===== src/rtl/sync_fifo_pkg.sv =====
// Shared types and limits for the synchronous FIFO and its write-side arbiter.
`ifndef DATA_WIDTH
`define DATA_WIDTH 8
`endif

package sync_fifo_pkg;

    typedef enum logic [0:0] {
        ARB_IDLE  = 1'b0,
        ARB_GRANT = 1'b1
    } arb_state_t;

    localparam int ARB_NUM_REQ_MAX = 16;

endpackage


===== src/rtl/sync_fifo_rr_pick.sv =====
// Combinational round-robin picker: first set request strictly after last_owner,
// wrapping, found by masking a doubled request vector and priority-encoding it.
module sync_fifo_rr_pick #(
    parameter int NUM_REQ  = 4,
    parameter int ID_WIDTH = $clog2(NUM_REQ)
) (
    input  logic [NUM_REQ-1:0]  req,
    input  logic [ID_WIDTH-1:0] last_owner,
    output logic                found,
    output logic [ID_WIDTH-1:0] pick_id
);

    logic [2*NUM_REQ-1:0] dbl_s;
    logic [2*NUM_REQ-1:0] masked_s;

    // Keep only the window last_owner+1 .. last_owner+NUM_REQ of the doubled vector.
    always_comb begin
        dbl_s    = {req, req};
        masked_s = {(2*NUM_REQ){1'b0}};
        for (int i = 0; i < 2*NUM_REQ; i++) begin
            masked_s[i] = dbl_s[i] && (i > int'(last_owner)) && (i <= int'(last_owner) + NUM_REQ);
        end
    end

    // Lowest set bit of the window wins; its position folds back modulo NUM_REQ.
    always_comb begin
        found   = |masked_s;
        pick_id = {ID_WIDTH{1'b0}};
        for (int i = 2*NUM_REQ-1; i >= 0; i--) begin
            if (masked_s[i]) begin
                pick_id = ID_WIDTH'(i % NUM_REQ);
            end else begin
                pick_id = pick_id;
            end
        end
    end

endmodule


===== src/rtl/sync_fifo_wr_arb.sv =====
// Round-robin arbiter sharing the FIFO write port between NUM_REQ valid/ready producers.
// Grants are bounded bursts; almost-full truncates a burst to the beat in flight.
`ifndef DATA_WIDTH
`define DATA_WIDTH 8
`endif

module sync_fifo_wr_arb
    import sync_fifo_pkg::*;
#(
    parameter int NUM_REQ    = 4,
    parameter int DATA_WIDTH = `DATA_WIDTH,
    parameter int BURST_MAX  = 4,
    parameter int ID_WIDTH   = $clog2(NUM_REQ)
) (
    input  logic                          i_clk,
    input  logic                          i_rst_n,
    input  logic [NUM_REQ-1:0]            i_req_valid,
    input  logic [NUM_REQ*DATA_WIDTH-1:0] i_req_data,
    output logic [NUM_REQ-1:0]            o_req_ready,
    input  logic                          i_fifo_ready,
    input  logic                          i_fifo_almostfull,
    output logic                          o_fifo_valid,
    output logic [DATA_WIDTH-1:0]         o_fifo_data,
    output logic [ID_WIDTH-1:0]           o_grant_id,
    output logic                          o_busy
);

    localparam int CNT_WIDTH = $clog2(BURST_MAX + 1);

    arb_state_t           state_r;
    arb_state_t           state_nxt_s;
    logic [ID_WIDTH-1:0]  owner_r;
    logic [ID_WIDTH-1:0]  last_owner_r;
    logic [CNT_WIDTH-1:0] beat_cnt_r;
    logic [ID_WIDTH-1:0]  pick_id_s;
    logic                 pick_found_s;
    logic                 owner_valid_s;
    logic                 accept_s;
    logic                 burst_done_s;
    logic                 release_s;

    sync_fifo_rr_pick #(
        .NUM_REQ  (NUM_REQ),
        .ID_WIDTH (ID_WIDTH)
    ) u_pick (
        .req        (i_req_valid),
        .last_owner (last_owner_r),
        .found      (pick_found_s),
        .pick_id    (pick_id_s)
    );

    // Beat acceptance and release qualification for the current owner.
    always_comb begin
        owner_valid_s = i_req_valid[owner_r];
        accept_s      = (state_r == ARB_GRANT) && owner_valid_s && i_fifo_ready;
        burst_done_s  = (beat_cnt_r + CNT_WIDTH'(1)) == CNT_WIDTH'(BURST_MAX);
        // An abandoned grant releases without a transfer; otherwise only an accepted beat can end it.
        release_s     = (state_r == ARB_GRANT) &&
                        ((accept_s && (burst_done_s || i_fifo_almostfull)) || !owner_valid_s);
    end

    // State register.
    always_ff @(posedge i_clk or negedge i_rst_n) begin
        if (!i_rst_n) begin
            state_r <= ARB_IDLE;
        end else begin
            state_r <= state_nxt_s;
        end
    end

    // Next-state logic.
    always_comb begin
        state_nxt_s = state_r;
        case (state_r)
            ARB_IDLE:  state_nxt_s = pick_found_s ? ARB_GRANT : ARB_IDLE;
            ARB_GRANT: state_nxt_s = release_s ? ARB_IDLE : ARB_GRANT;
            default:   state_nxt_s = ARB_IDLE;
        endcase
    end

    // Owner, round-robin pointer and per-grant beat counter.
    always_ff @(posedge i_clk or negedge i_rst_n) begin
        if (!i_rst_n) begin
            owner_r      <= {ID_WIDTH{1'b0}};
            last_owner_r <= ID_WIDTH'(NUM_REQ - 1);
            beat_cnt_r   <= {CNT_WIDTH{1'b0}};
        end else if (state_r == ARB_IDLE) begin
            if (pick_found_s) begin
                owner_r    <= pick_id_s;
                beat_cnt_r <= {CNT_WIDTH{1'b0}};
            end
        end else begin
            if (accept_s) begin
                beat_cnt_r <= beat_cnt_r + CNT_WIDTH'(1);
            end
            if (release_s) begin
                last_owner_r <= owner_r;
            end
        end
    end

    // Output mux: the owner's stream passes straight through to the FIFO write port.
    always_comb begin
        o_busy       = (state_r == ARB_GRANT);
        o_grant_id   = owner_r;
        o_fifo_valid = 1'b0;
        o_fifo_data  = {DATA_WIDTH{1'b0}};
        o_req_ready  = {NUM_REQ{1'b0}};
        if (state_r == ARB_GRANT) begin
            o_fifo_valid = owner_valid_s;
            o_fifo_data  = i_req_data[int'(owner_r) * DATA_WIDTH +: DATA_WIDTH];
            o_req_ready  = NUM_REQ'(i_fifo_ready) << owner_r;
        end else begin
            o_fifo_valid = 1'b0;
        end
    end

endmodule


===== config.mk =====
export PLATFORM = sky130hd
export DESIGN_NAME = sync_fifo_wr_arb
export DESIGN_NICKNAME = d
export VERILOG_FILES = /design/src/rtl/sync_fifo_pkg.sv /design/src/rtl/sync_fifo_rr_pick.sv /design/src/rtl/sync_fifo_wr_arb.sv
export SDC_FILE = /design/constraint.sdc
export NUM_CORES = 1
export LEC_CHECK = 0
export BUFFER_PORTS_ARGS = -buffer_cell sky130_fd_sc_hd__buf_2
export CORE_MARGIN = 1.5
export CORE_UTILIZATION = 40
export DETAILED_ROUTE_END_ITERATION = 6
export PLACE_DENSITY = 0.8
export SETUP_SLACK_MARGIN = 0.05
export SLEW_MARGIN = 40
export SYNTH_ARGS = -nofsm -noshare
export SYNTH_HDL_FRONTEND = slang
export SYNTH_SLANG_ARGS = --single-unit

===== constraint.sdc =====
create_clock -name i_clk -period 2.71 [get_ports i_clk]
set_clock_uncertainty 0.15 [all_clocks]
set_input_delay 0 -clock i_clk [delete_from_list [all_inputs] [get_ports i_clk]]
set_output_delay 0 -clock i_clk [all_outputs]
set_load 0.02 [all_outputs]

==> flow_results.org, run 1 <==
** Outcome
- The run finished with clean final reports.

** Yosys
- Total of warnings raised by yosys :: 0
- Per-instance average area after synthesis :: 10.1 um^2
- The synthesized design contains 8 register bits.
- When the netlist entered floorplanning its net count stood at 116.
- Number of standard cells after synthesis :: 74
- Multiplexer fraction of the synthesized cell area :: 30.7%
- Simple logic cell fraction of the synthesized area :: 17.8%
- Dominant combinational cell family by area after synthesis :: multiplexers
- After Yosys synthesis, full adders, half adders and majority gates account for 3.36% of the synthesized area.
- Post-synthesis instance area :: 746 um^2
- The number of different library cells used by synthesis comes to 25.
- The synthesized netlist devotes 13.3% of its cell area to compound gates.
- Sequential element share of the synthesized area :: 27.2%
- After Yosys synthesis, XOR and XNOR cells account for 1.17% of the synthesized area.

** Floorplan
- Std-Cell Rows :: 15
- Height of the die :: 46.2 um
- Starting Density :: 42.7%
- Number of placed I/O pins :: 56
- The core region is 0.00175 mm^2.
- Chip width :: 46.2 um
- Die ar. :: 0.00213 mm^2

** Pwr
- Cell-internal power :: 580 uW
- The share of total power dissipated in combinational logic is 62.5%.
- Leakage power :: 0.000561 uW
- Of the total power, the clock network draws 8.7%.
- The analysis attributes to net switching a power of 505 uW.
- Part of the total power dissipated in sequential elements :: 28.8%
- In this run the power density over the cells is 990 mW/mm^2.
- Of the total power, the share spent switching nets is 46.5%.
- Across the VDD grid, the largest voltage drop is 0.513 mV.

** Route
- For this block, the via count after detailed routing is 834.
- Dividing the detail-routed wire length by the instance count gives 13.1 um.
- For this block, the routed nets add up to 2050 um of wire.
- Before antenna repair, the detailed router went through 4 iterations.
- The count of nets left with antenna violations once routing finished came out at 0.
- Starting DRT DRC Count :: 13
- Using the TritonRoute via totals, the vias-per-cell ratio works out to 5.31.
- For this run, design rule violations remaining after detail routing come to 0.

** Place
- Worst slack at placement :: 0.682 ns
- Placer's final routability congestion estimate :: 0.719
- Total of buffers placed on input and output ports :: 55
- Once placement finished, the instance area stood at 0.00103 mm^2.
- Final HPWL DP :: 1600 um

** Clocking
- Number of buffers added by the clock tree synthesis step :: 3
- Clock-pin slew was measured on the worst setup and hold paths at 0.05 ns.
- Longest Clk Path Bufs :: 2
- TritonCTS built the clock tree.
- Clk_lat worst skew :: 0.26 ns
- For this design, the sink count on the clock tree is 8.
- Maximum level of the CTS H-tree :: 1
- The root buffer cell chosen for the clock tree is clkbuf_4.
- Count of cells resized by post-cts repair :: 0

** Timing
- Setup violations remaining at the end of the flow were counted as 0.
- Setup repair after global routing left no endpoint under its margin.
- The number of pins with negative max-slew slack in the final report came to 0.
- Minimum clock period after layout :: 2.11 ns
- Worst relative slew slack :: 65.4%
- Final count of hold timing violations :: 0
- Derived from the worst setup path, the maximum achievable clock frequency is 0.475 GHz.
- At the pin with the least slew margin, the transition time is 0.520 ns.
- Final worst slack :: 0.604 ns
- Fin crit share :: 77.7%
- Total negative setup slack :: 0 ns

** Layout
- In the final layout, the multi-input gates occupy 494 um^2.
- Final design area excluding fillers :: 0.00110 mm^2
- Post-synthesis to final-layout area growth :: 47.0%
- Registers take 203 um^2.
- Fin nets :: 176
- Number of fill cells in the layout :: 153
- Layout cell share with drive strength beyond 1 :: 55.3%
- 0 antenna diodes ended up in the layout.
- Cells fill 62.8% of the core in the end.

** Worst setup path
- For the worst flop-to-flop path, the logic depth is 3.
- Critical path start-end classification :: reg2out
- Critical Path AT :: 1.96 ns
- STA classifies the critical path startpoint as a flop.
- The most critical setup path has its startpoint at o_grant_id[0]$_DFFE_PN0P_.
- Element type at the critical path end :: output pin
- Setup slack on the worst reg-to-reg path comes out at 0.67 ns.
- The worst register-to-register path ends at last_owner_r[1]$_DFFE_PN1P_.
- Largest fanout of any net on the critical path :: 11
- STA puts the critical path data required time at 2.56 ns.
- Reg2reg start :: o_grant_id[1]$_DFFE_PN0P_

** GRT
- Number of antenna violations at the first check in global routing :: 0
- Pin count of the biggest net entering global routing :: 17
- Summed over all layers, the global routing overflow is 0.
- The first global-routing pass estimated 3040 um of wire.
- Overall global routing resource usage :: 20.3%
- Met1 Use GR :: 19.8%
- The number of global-route vias before repair was 789.
- In the global route stage, met3 resource usage came out at 6.67%.
- met2 is the most crowded layer.
- GR Layer Usage met2 :: 36.7%

** Worst hold path
- Endpoint of the worst hold-timing path :: o_grant_id[0]$_DFFE_PN0P_
- Hold_sp :: i_req_valid[0]
- HP Class :: in2reg
- The worst hold path was traced through 4 stages.

** Flow run
- Max-cap violations in this run came to 0.
==> synth_stat cells <==
library cell	count	area share (%)
ha_1	2	3.4
o21ai_0	7	4.7
or2_2	1	0.84
nor3_1	2	1.3
nand2b_1	1	0.84
a22o_1	1	1.2
a32oi_1	1	1.2
clkbuf_1	4	2.0
nand2_1	3	1.5
a21boi_2	1	1.5
mux4_1	1	3.5
nand3_1	5	3.4
nor2_1	3	1.5
mux4_2	8	24
o22ai_1	2	1.7
inv_1	6	3.0
dfstp_2	2	7.0
a21oi_1	3	2.0
o21a_1	1	1.0
and2_1	9	7.5
mux2_2	2	3.0
buf_6	1	1.5
xor2_1	1	1.2
dfrtp_1	6	20
nor4_1	1	0.84
==> critical path, stage by stage (launching register included) <==
cell and delay (ns):
dfrtp_1 0.61, buf_4 0.24, mux4_1 0.54, and2_1 0.16, buf_2 0.15
==> final cells by class <==
cell class,count,area share [%]
Multi-Input combinational cell,55,45.1
Timing Repair Buffer,60,29.5
Sequential cell,8,18.5
Tap cell,25,2.85
Clock buffer,3,2.05
Inverter,6,2.05
==> power groups by stage <==
stage / logic [uW] / clock network [uW] / registers [uW]
6_report: 678 / 94.8 / 313
2_1_floorplan: 538 / 0 / 264
3_5_place_dp: 677 / 0 / 316
3_3_place_gp: 661 / 0 / 307
5_1_grt: 743 / 103 / 329
4_1_cts: 683 / 99.2 / 314
==> layer usage <==
layer,up-vias,wire [um],share of wire (%)
met5,-,0,0
met3,5,212,10
met1,391,781,38
li1,391,-,-
met2,47,1020,50
met4,0,41,2.0
==> sequential cells by signal (all words and copies together), names as in the netlist <==
signal        flops
beat_cnt_r        3
o_busy            1
last_owner_r      2
o_grant_id        2
==> worst max-delay path by stage <==
stage / end / slack [ns] / cells past startpoint
final: o_fifo_data[7] / 0.60 / 4
after CTS: o_fifo_data[7] / 0.57 / 4
after detailed placement: last_owner_r[1]$_DFFE_PN1P_ / 0.68 / 3
after floorplan: last_owner_r[0]$_DFFE_PN1P_ / 0.90 / 3
after global placement: last_owner_r[0]$_DFFE_PN1P_ / 0.74 / 3
after global routing: o_fifo_data[7] / 0.49 / 4
==> cell families after synthesis <==
family / Yosys count
xor gates and xnor gates: 1
AOI/OAI and AO/OA: 16
buffers and inverters: 11
adders and majority gates: 2
and+or+nand+nor: 25
muxes: 11
DFF: 8
==> through the flow <==
step | total power [uW] | instances | hold WS, ns
6_report | 1090 | 157 | 0.0158
5_1_grt | 1170 | 157 | 0.0265
3_3_place_gp | 968 | 150 | -0.301
3_5_place_dp | 993 | 150 | -0.296
4_1_cts | 1100 | 157 | 0.00514
2_1_floorplan | 802 | 74 | -0.446
==> placed cells by master (no fill, tap or decap), drive strengths merged <==
master and n:
inv 6, a22o 1, o21a 1, clkbuf 3, a21oi 3, xor2 1
nor2 3, buf 56, a21boi 1, mux4 9, dlygate4sd3 4, ha 2
dfrtp 6, nand3 5, nor3 2, dfstp 2, nand2b 1, a32oi 1
or2 1, nor4 1, and2 9, nand2 3, o21ai 7, mux2 2
o22ai 2
==> repair_timing <==
| item | CTS | global route |
|---|---|---|
| hold buffers | 4 | 0 |
| hold endpoints to repair | 10 | 0 |
| setup buffers | 0 | 0 |
(Power assumes the default switching activity.)
==> run 2, diff against run 1 <==
--- a/config.mk
+++ b/config.mk
@@ -5,11 +5,12 @@
 export SDC_FILE = /design/constraint.sdc
 export NUM_CORES = 1
 export LEC_CHECK = 0
+export ABC_AREA = 1
 export BUFFER_PORTS_ARGS = -buffer_cell sky130_fd_sc_hd__buf_2
 export CORE_MARGIN = 1.5
-export CORE_UTILIZATION = 40
+export CORE_UTILIZATION = 37
 export DETAILED_ROUTE_END_ITERATION = 6
-export PLACE_DENSITY = 0.8
+export PLACE_DENSITY = 0.76
 export SETUP_SLACK_MARGIN = 0.05
 export SLEW_MARGIN = 40
 export SYNTH_ARGS = -nofsm -noshare
==> constraint.sdc (replaced) <==
create_clock -name i_clk -period 1.83 [get_ports i_clk]
set_clock_uncertainty 0.15 [all_clocks]
set_input_delay 0 -clock i_clk [delete_from_list [all_inputs] [get_ports i_clk]]
set_output_delay 0 -clock i_clk [all_outputs]
set_load 0.02 [all_outputs]
==> flow_results.org, run 2 <==
** Outcome
- Run status :: finished clean

** GRT
- The largest net degree at the start of global routing is 20 (+3).
- The global route total overflow came to 0 (unchanged).
- The wire length of the first global-routing pass came to 4040 um (+33%).
- The initial antenna violation count came to 0 (unchanged).
- The global routing usage summed across all routing layers was 20.3% (about the same).
- The number of global-route vias before repair came to 968 (+23%).

** Worst setup path
- Cell count of the worst reg-to-reg path :: 8 (+5)
- The worst-path maximum fanout was 19 (+8).
- Tracing the worst setup path back leads to its startpoint at o_grant_id[0]$_DFFE_PN0P_.
- STA classifies the critical path startpoint as a flop.
- The slack of the worst reg-to-reg path was 0.27 ns (-0.40 ns).
- Data required time at the worst endpoint :: 1.68 ns (-0.88 ns)
- Critical Path AT :: 1.50 ns (-0.46 ns)
- End of the worst register-to-register path :: beat_cnt_r[2]$_DFFE_PN0P_
- Last element of the critical path :: o_fifo_valid
- The worst setup path is of the reg2out kind.
- Reg2reg start :: o_grant_id[0]$_DFFE_PN0P_
- The worst setup path is captured at an output pin.

** Yosys
- Per-instance average area after synthesis :: 6.20 um^2 (-38%)
- After synthesis, the cell types taking the most area are dfrtp_1 (19%), nand2_1 (14%), nor2_1 (14%).
- Post-synthesis instance area :: 806 um^2 (+8.1%)
- EDFF count, synth :: 0 (unchanged)
- The count of state elements after synthesis came to 8 (unchanged).
- Total of warnings raised by yosys :: 0 (unchanged)
- By count the netlist is led by nand2_1 (31), nor2_1 (30), o21ai_0 (11), nand3_1 (9), inv_1 (8).
- Net count after synthesis :: 172 (+48%)
- For this run, the leading register cell type out of synthesis is dfrtp_1.
- The number of distinct library cell variants in the gate-level netlist after synthesis came to 24 (-4.0%).
- Yosys instantiated no cell more often than nand2_1.
- The proportion of netlist area held by the largest area contributor came to 18.6% (-5.5 points).
- Asr flop ratio synth :: 100% (unchanged)
- Number of standard cells after synthesis :: 130 (+76%)
- Cell type contributing the most total cell area after synthesis :: dfrtp_1
- The share of the yosys chip area belonging to registers was 25.2% (-2.0 points).

** Pwr
- The power density of the placed cells was 1540 mW/mm^2 (+56%).
- Leakage power :: 0.000625 uW (+11%)
- IR drop worst, VDD :: 0.925 mV (+80%)
- Tot Pwr :: 1790 uW (+65%)

** Timing
- Fin crit share :: 90.2%
- The worst-margin pin slew was 0.288 ns (-0.231 ns).
- The minimum setup slack in the final design is 0.179 ns (-0.424 ns).
- Setup repair after global routing missed its margin :: false
- Max-slew violation count :: 0 (unchanged)
- Final setup violation count :: 0 (unchanged)
- Final hold slack :: 0.0370 ns (+0.0212 ns)
- Final count of hold timing violations :: 0 (unchanged)
- For this run, the top clock speed supported by timing is 0.606 GHz.
- The final-layout setup total negative slack came to 0 ns (unchanged).
- The max-slew headroom at the worst pin came to 80.7% (+15 points).
- After layout, the minimum clock period comes to 1.65 ns.

** Layout
- Share of the core filled with cells :: 57.9% (-4.9 points)
- Most frequent cells in the layout :: buf_2 (55), nand2_1 (30), nor2_1 (30), o21ai_0 (11), nand3_1 (9)
- Storage cell area :: 206 um^2 (+1.9%)
- Largest register FFs :: 3 (unchanged)
- Layout cell share with drive strength beyond 1 :: 39.7% (-16 points)
- The library cell used most frequently in the layout, excluding fill and tap cells, is buf_2.
- The count of inserted antenna diode cells is 0 (unchanged).
- From synthesis to final layout, the design area changed by 43.9%.
- The area taken by multi-input logic gates is 541 um^2 (+9.4%).
- The number of filler cells placed in the layout is 213 (+39%).
- The number of nets in the layout came to 232 (+32%).
- Reg with most FFs :: beat_cnt_r

** Route
- The total detailed-routing wirelength came to 2460 um (+20%).
- The detailed-route DRC error count was 0 (unchanged).
- Number of vias per cell after detailed routing :: 5.01 (-5.7%)
- Via Count :: 1082 (+30%)
- The post-detailed-route count of antenna-violating nets was 0 (unchanged).
- The detailed-route wire length per cell is 11.4 um (-13%).
- DRT Pass-1 Iters :: 6 (+2)
- Starting DRT DRC Count :: 23 (+10)

** Clocking
- The register clock-pin slew on the reported worst setup and hold paths was 0.06 ns (about the same).
- The deepest clock path buffer count is 2 (unchanged).
- Number of buffers added by the clock tree synthesis step :: 3 (unchanged)
- # clock sinks :: 8 (unchanged)
- The root buffer cell chosen for the clock tree is clkbuf_4.
- TritonCTS clock tree :: done
- Maximum level of the CTS H-tree :: 1 (unchanged)
- The number of setup buffers added after CTS is 0 (unchanged).
- The clock network latency to the later pin of the worst-skew pair is 0.26 ns (about the same).

** Floorplan
- The die boundary height is 49.7 um (+7.6%).
- The core area came to 0.00200 mm^2 (+15%).
- The top-level port count came to 56 (unchanged).
- Die ar. :: 0.00247 mm^2 (+16%)
- Starting Density :: 40.3% (-2.5 points)
- The horizontal die dimension was 49.7 um (+7.6%).
- The floorplan row count was 16 (+1).

** Place
- The number of buffer cells added on primary ports was 55 (unchanged).
- The routability congestion estimate came to 0.827 (+15%).
- Final HPWL DP :: 1910 um (+19%)
- The pre-CTS setup slack was 0.233 ns (-0.450 ns).

** Worst hold path
- The path class of the tightest hold or removal check is in2reg.

** Flow run
- Number of max-cap violations :: 0 (unchanged)
[run 2: changes by cell type in the layout (fill, tap and decap cells not counted), sizes merged, moves of 6 or more]
cell,before,now
nor2,3,31
o21ai,7,17
o32ai,0,6
mux4,9,0
and2,9,0
nand2,3,35
[run 2: power breakdown]
part / internal, uW / total, uW / switching (uW) / leakage [uW]
Combinational: 428 / 1240 / 814 / 0.000515
Sequential: 269 / 401 / 132 / 0.0000947
Clock: 83.7 / 148 / 64.3 / 0.0000150
[run 2: metal layers]
metal  global-route usage (%)  routed length, um  up-vias
met5                        0                  0        -
met4                     7.87                 10        0
li1                         -                  -      552
met3                     2.42                205        2
met1                     24.8               1130      474
met2                     35.8               1120       54
[run 2: worst min-delay path by stage]
stage              startpoint                         to  cells past startpoint
2_1_floorplan         i_rst_n  beat_cnt_r[0]$_DFFE_PN0P_                      0
3_3_place_gp          i_rst_n  beat_cnt_r[0]$_DFFE_PN0P_                      1
3_5_place_dp          i_rst_n  beat_cnt_r[1]$_DFFE_PN0P_                      1
4_1_cts        i_req_valid[0]  o_grant_id[1]$_DFFE_PN0P_                      6
5_1_grt        i_req_valid[2]  o_grant_id[0]$_DFFE_PN0P_                      4
6_report       i_req_valid[0]  o_grant_id[1]$_DFFE_PN0P_                      6
[run 2: timing repair]
action	4_1_cts	5_1_grt
setup endpoints to repair	0	10
hold endpoints to repair	11	0
hold buffers	3	0
resized for setup	0	5
[run 2: kinds of logic (layout without fill, tap and decap cells)]
group / count (synthesis) / after routing / share of synthesized area [%]
AO/OA/AOI/OAI: 28 / 28 / 22.2
adder cells (fa/ha/maj): 2 / 2 / 3.11
buffers and inverters: 14 / 73 / 8.69
flip-flops: 8 / 8 / 25.2
AND/OR/NAND/NOR: 78 / 78 / 40.8
[run 2: cell type report]
| cell class | count | share of cell area [%] |
|---|---|---|
| Tap cell | 27 | 2.91 |
| Timing Repair Buffer | 59 | 27.0 |
| Inverter | 10 | 3.45 |
| Multi-Input combinational cell | 108 | 46.6 |
| Clock buffer | 4 | 2.27 |
| Sequential cell | 8 | 17.8 |
[run 2: critical path, stage by stage (launching register included)]
cell,delay [ns]
dfrtp_2,0.45
inv_4,0.17
nand2_1,0.08
nand2_1,0.07
nand2_2,0.06
a21oi_2,0.22
buf_2,0.20
[run 2: per-stage QoR]
step / instances / instance area [um^2]
after floorplan: 130 / 806
after global placement: 209 / 1090
after detailed placement: 209 / 1090
after CTS: 216 / 1150
after global routing: 216 / 1160
final: 216 / 1160
==> run 3, diff against run 2 <==
--- a/config.mk
+++ b/config.mk
@@ -5,12 +5,11 @@
 export SDC_FILE = /design/constraint.sdc
 export NUM_CORES = 1
 export LEC_CHECK = 0
-export ABC_AREA = 1
 export BUFFER_PORTS_ARGS = -buffer_cell sky130_fd_sc_hd__buf_2
 export CORE_MARGIN = 1.5
-export CORE_UTILIZATION = 37
+export CORE_UTILIZATION = 35
 export DETAILED_ROUTE_END_ITERATION = 6
-export PLACE_DENSITY = 0.76
+export PLACE_DENSITY = 0.74
 export SETUP_SLACK_MARGIN = 0.05
 export SLEW_MARGIN = 40
 export SYNTH_ARGS = -nofsm -noshare
==> flow_results.org, run 3 (synthesized netlist as in run 1, its figures left out) <==
** Worst setup path
- The endpoint required time on the critical path is 1.68 ns (about the same).
- STA classifies the critical path startpoint as a flop.
- By startpoint and endpoint, the worst setup path is classified as reg2out.
- Worst-case register-to-register setup slack :: 0.15 ns (-0.12 ns)
- Tracing the worst setup path back leads to its startpoint at o_grant_id[0]$_DFFE_PN0P_.
- The critical path ends at o_fifo_data[5].
- Cell count of the worst reg-to-reg path :: 5 (-3)
- The worst register-to-register path ends at last_owner_r[0]$_DFFE_PN1P_.
- Critical Path AT :: 1.62 ns (+0.12 ns)
- The worst-path maximum fanout came to 8 (-11).
- The startpoint identified for the worst register-to-register timing path is beat_cnt_r[0]$_DFFE_PN0P_.
- STA classifies the critical path endpoint as an output pin.

** Timing
- Worst relative slew slack :: 75.7% (-5.0 points)
- The worst-margin pin slew came to 0.361 ns (+0.0721 ns).
- The share of the clock period used by the worst path was 96.7% (+6.5 points).
- Final count of hold timing violations :: 0 (unchanged)
- Setup repair after global routing missed its margin :: true
- Final hold slack :: 0.00940 ns (-0.0276 ns)
- Minimum clock period after layout :: 1.77 ns (+0.118 ns)
- The final-layout setup total negative slack is 0 ns (unchanged).
- The highest achievable clock rate was 0.565 GHz (-6.7%).
- Final setup violation count :: 0 (unchanged)
- Max-slew violation count :: 0 (unchanged)

** GRT
- The met2 track demand over resource came to 31.3% (-4.5 points).
- Pin count of the biggest net entering global routing :: 15 (-25%)
- The number of global-route vias before repair came to 796 (-18%).
- After global routing, the most crowded layer is met2.
- The wire length of the first global-routing pass came to 3540 um (-12%).
- The global route total overflow was 0 (unchanged).
- Met3 GRT Util :: 6.44% (+4.0 points)
- Number of antenna violations at the first check in global routing :: 0 (unchanged)
- Overall global routing resource usage :: 18.8% (-1.4 points)
- The routing usage on met1 is 22.0% (-2.8 points).

** Place
- Final HPWL DP :: 1590 um (-17%)
- The routability congestion estimate is 0.870 (+5.2%).
- Standard cell area after detailed placement :: 0.00106 mm^2 (-3.0%)
- The number of buffer cells added on primary ports came to 55 (unchanged).

** Floorplan
- Die ar. :: 0.00242 mm^2 (-2.0%)
- The core area was 0.00198 mm^2 (-1.0%).
- The initial standard-cell utilization of the core was 37.6% (-2.6 points).
- The floorplan row count is 16 (unchanged).
- The top-level port count was 56 (unchanged).
- The die boundary height was 49.2 um (-1.0%).
- Chip width :: 49.2 um (-1.0%)

** Layout
- Ranked by flip-flop count, first place goes to beat_cnt_r.
- Fin nets :: 182 (-22%)
- The final cell utilization of the core came to 61.6% (+3.6 points).
- In the layout the commonest cells are buf_2 (47), buf_6 (10), mux4_2 (9), and2_4 (7).
- Layout cell share with drive strength beyond 1 :: 63.3% (+24 points)
- Most common cell after layout, fill and taps aside :: buf_2
- Largest register FFs :: 3 (unchanged)
- Diodes inserted :: 0 (unchanged)
- Final design area excluding fillers :: 0.00122 mm^2 (+5.2%)
- Post-synthesis to final-layout area growth :: 63.6%

** Route
- Antenna viol nets, final :: 0 (unchanged)
- The number of search-and-repair iterations in the first detailed-routing pass is 4 (-2).
- Number of vias per cell after detailed routing :: 5.12 (+2.2%)
- Via Count :: 850 (-21%)
- The total detailed-routing wirelength came to 2190 um (-11%).
- The detailed-route wire length per cell came to 13.2 um (+16%).
- The violation count after the first detailed-route iteration came to 16 (-30%).
- The detailed-route DRC error count came to 0 (unchanged).

** Flow run
- Number of max-cap violations :: 0 (unchanged)

** Clocking
- # clock sinks :: 8 (unchanged)
- The number of buffers inserted during clock tree synthesis was 3 (unchanged).
- In this run the clock root is driven by a clkbuf_4.
- Maximum level of the CTS H-tree :: 1 (unchanged)
- TritonCTS built the clock tree.
- Clk_lat worst skew :: 0.26 ns (about the same)
- The register clock-pin slew on the reported worst setup and hold paths was 0.06 ns (about the same).
- Longest Clk Path Bufs :: 2 (unchanged)

** Pwr
- Leakage power :: 0.000613 uW (-1.8%)
- The worst voltage drop across the vdd grid is 1.11 mV (+20%).
- The power density of the placed cells came to 1620 mW/mm^2 (+5.0%).

** Worst hold path
- The cell depth of the worst min-delay path was 4 (-2).
- The tightest min-delay check is of the in2reg type.

** Outcome
- The run finished with clean final reports.
-- run 3: power by group --
group          switching (uW)  internal (uW)
Combinational             666            789
Sequential               91.9            278
Clock                    70.8           84.1
-- run 3: cell type report --
type | instances | area (um^2)
fillers | 178 | 762
multi-input cells | 55 | 508
repair buffers | 66 | 425
flip-flops and latches | 8 | 204
well taps | 27 | 33.8
clock buffers | 4 | 26.3
inverters | 6 | 22.5
-- run 3: what timing repair did --
item,4_1_cts,5_1_grt
resized for setup,14,13
endpoints found under the setup margin,6,10
setup buffers,3,0
hold buffers,4,0
pin swaps,2,5
gates cloned,0,0
endpoints found under the hold margin,10,0
-- run 3: worst min path at each step --
stage	endpoint	start
after floorplan	beat_cnt_r[0]$_DFFE_PN0P_	i_rst_n
after global placement	o_grant_id[0]$_DFFE_PN0P_	i_rst_n
after global routing	o_grant_id[0]$_DFFE_PN0P_	i_req_valid[0]
after detailed placement	beat_cnt_r[1]$_DFFE_PN0P_	i_rst_n
final	o_grant_id[0]$_DFFE_PN0P_	i_req_valid[0]
after CTS	o_grant_id[0]$_DFFE_PN0P_	i_req_valid[0]
-- run 3: layer usage --
| layer | up-vias | share of wire [%] | wire (um) |
|---|---|---|---|
| met2 | 50 | 48 | 1060 |
| met3 | 4 | 10 | 223 |
| li1 | 403 | - | - |
| met4 | 0 | 1.6 | 34 |
| met5 | - | 0 | 0 |
| met1 | 393 | 40 | 877 |
-- run 3: critical path, stage by stage, from the launching register on --
cell	delay (ns)
dfrtp_1	0.41
buf_6	0.17
mux4_2	0.50
and2_4	0.16
buf_6	0.12
-- run 3: through the flow --
step	instances	setup WS, ns	total power [uW]
6_report	166	0.0612	1980
5_1_grt	166	0.00679	2110
4_1_cts	166	0.0476	1860
3_5_place_dp	155	0.120	1520
3_3_place_gp	155	0.161	1510
2_1_floorplan	74	0.108	1190
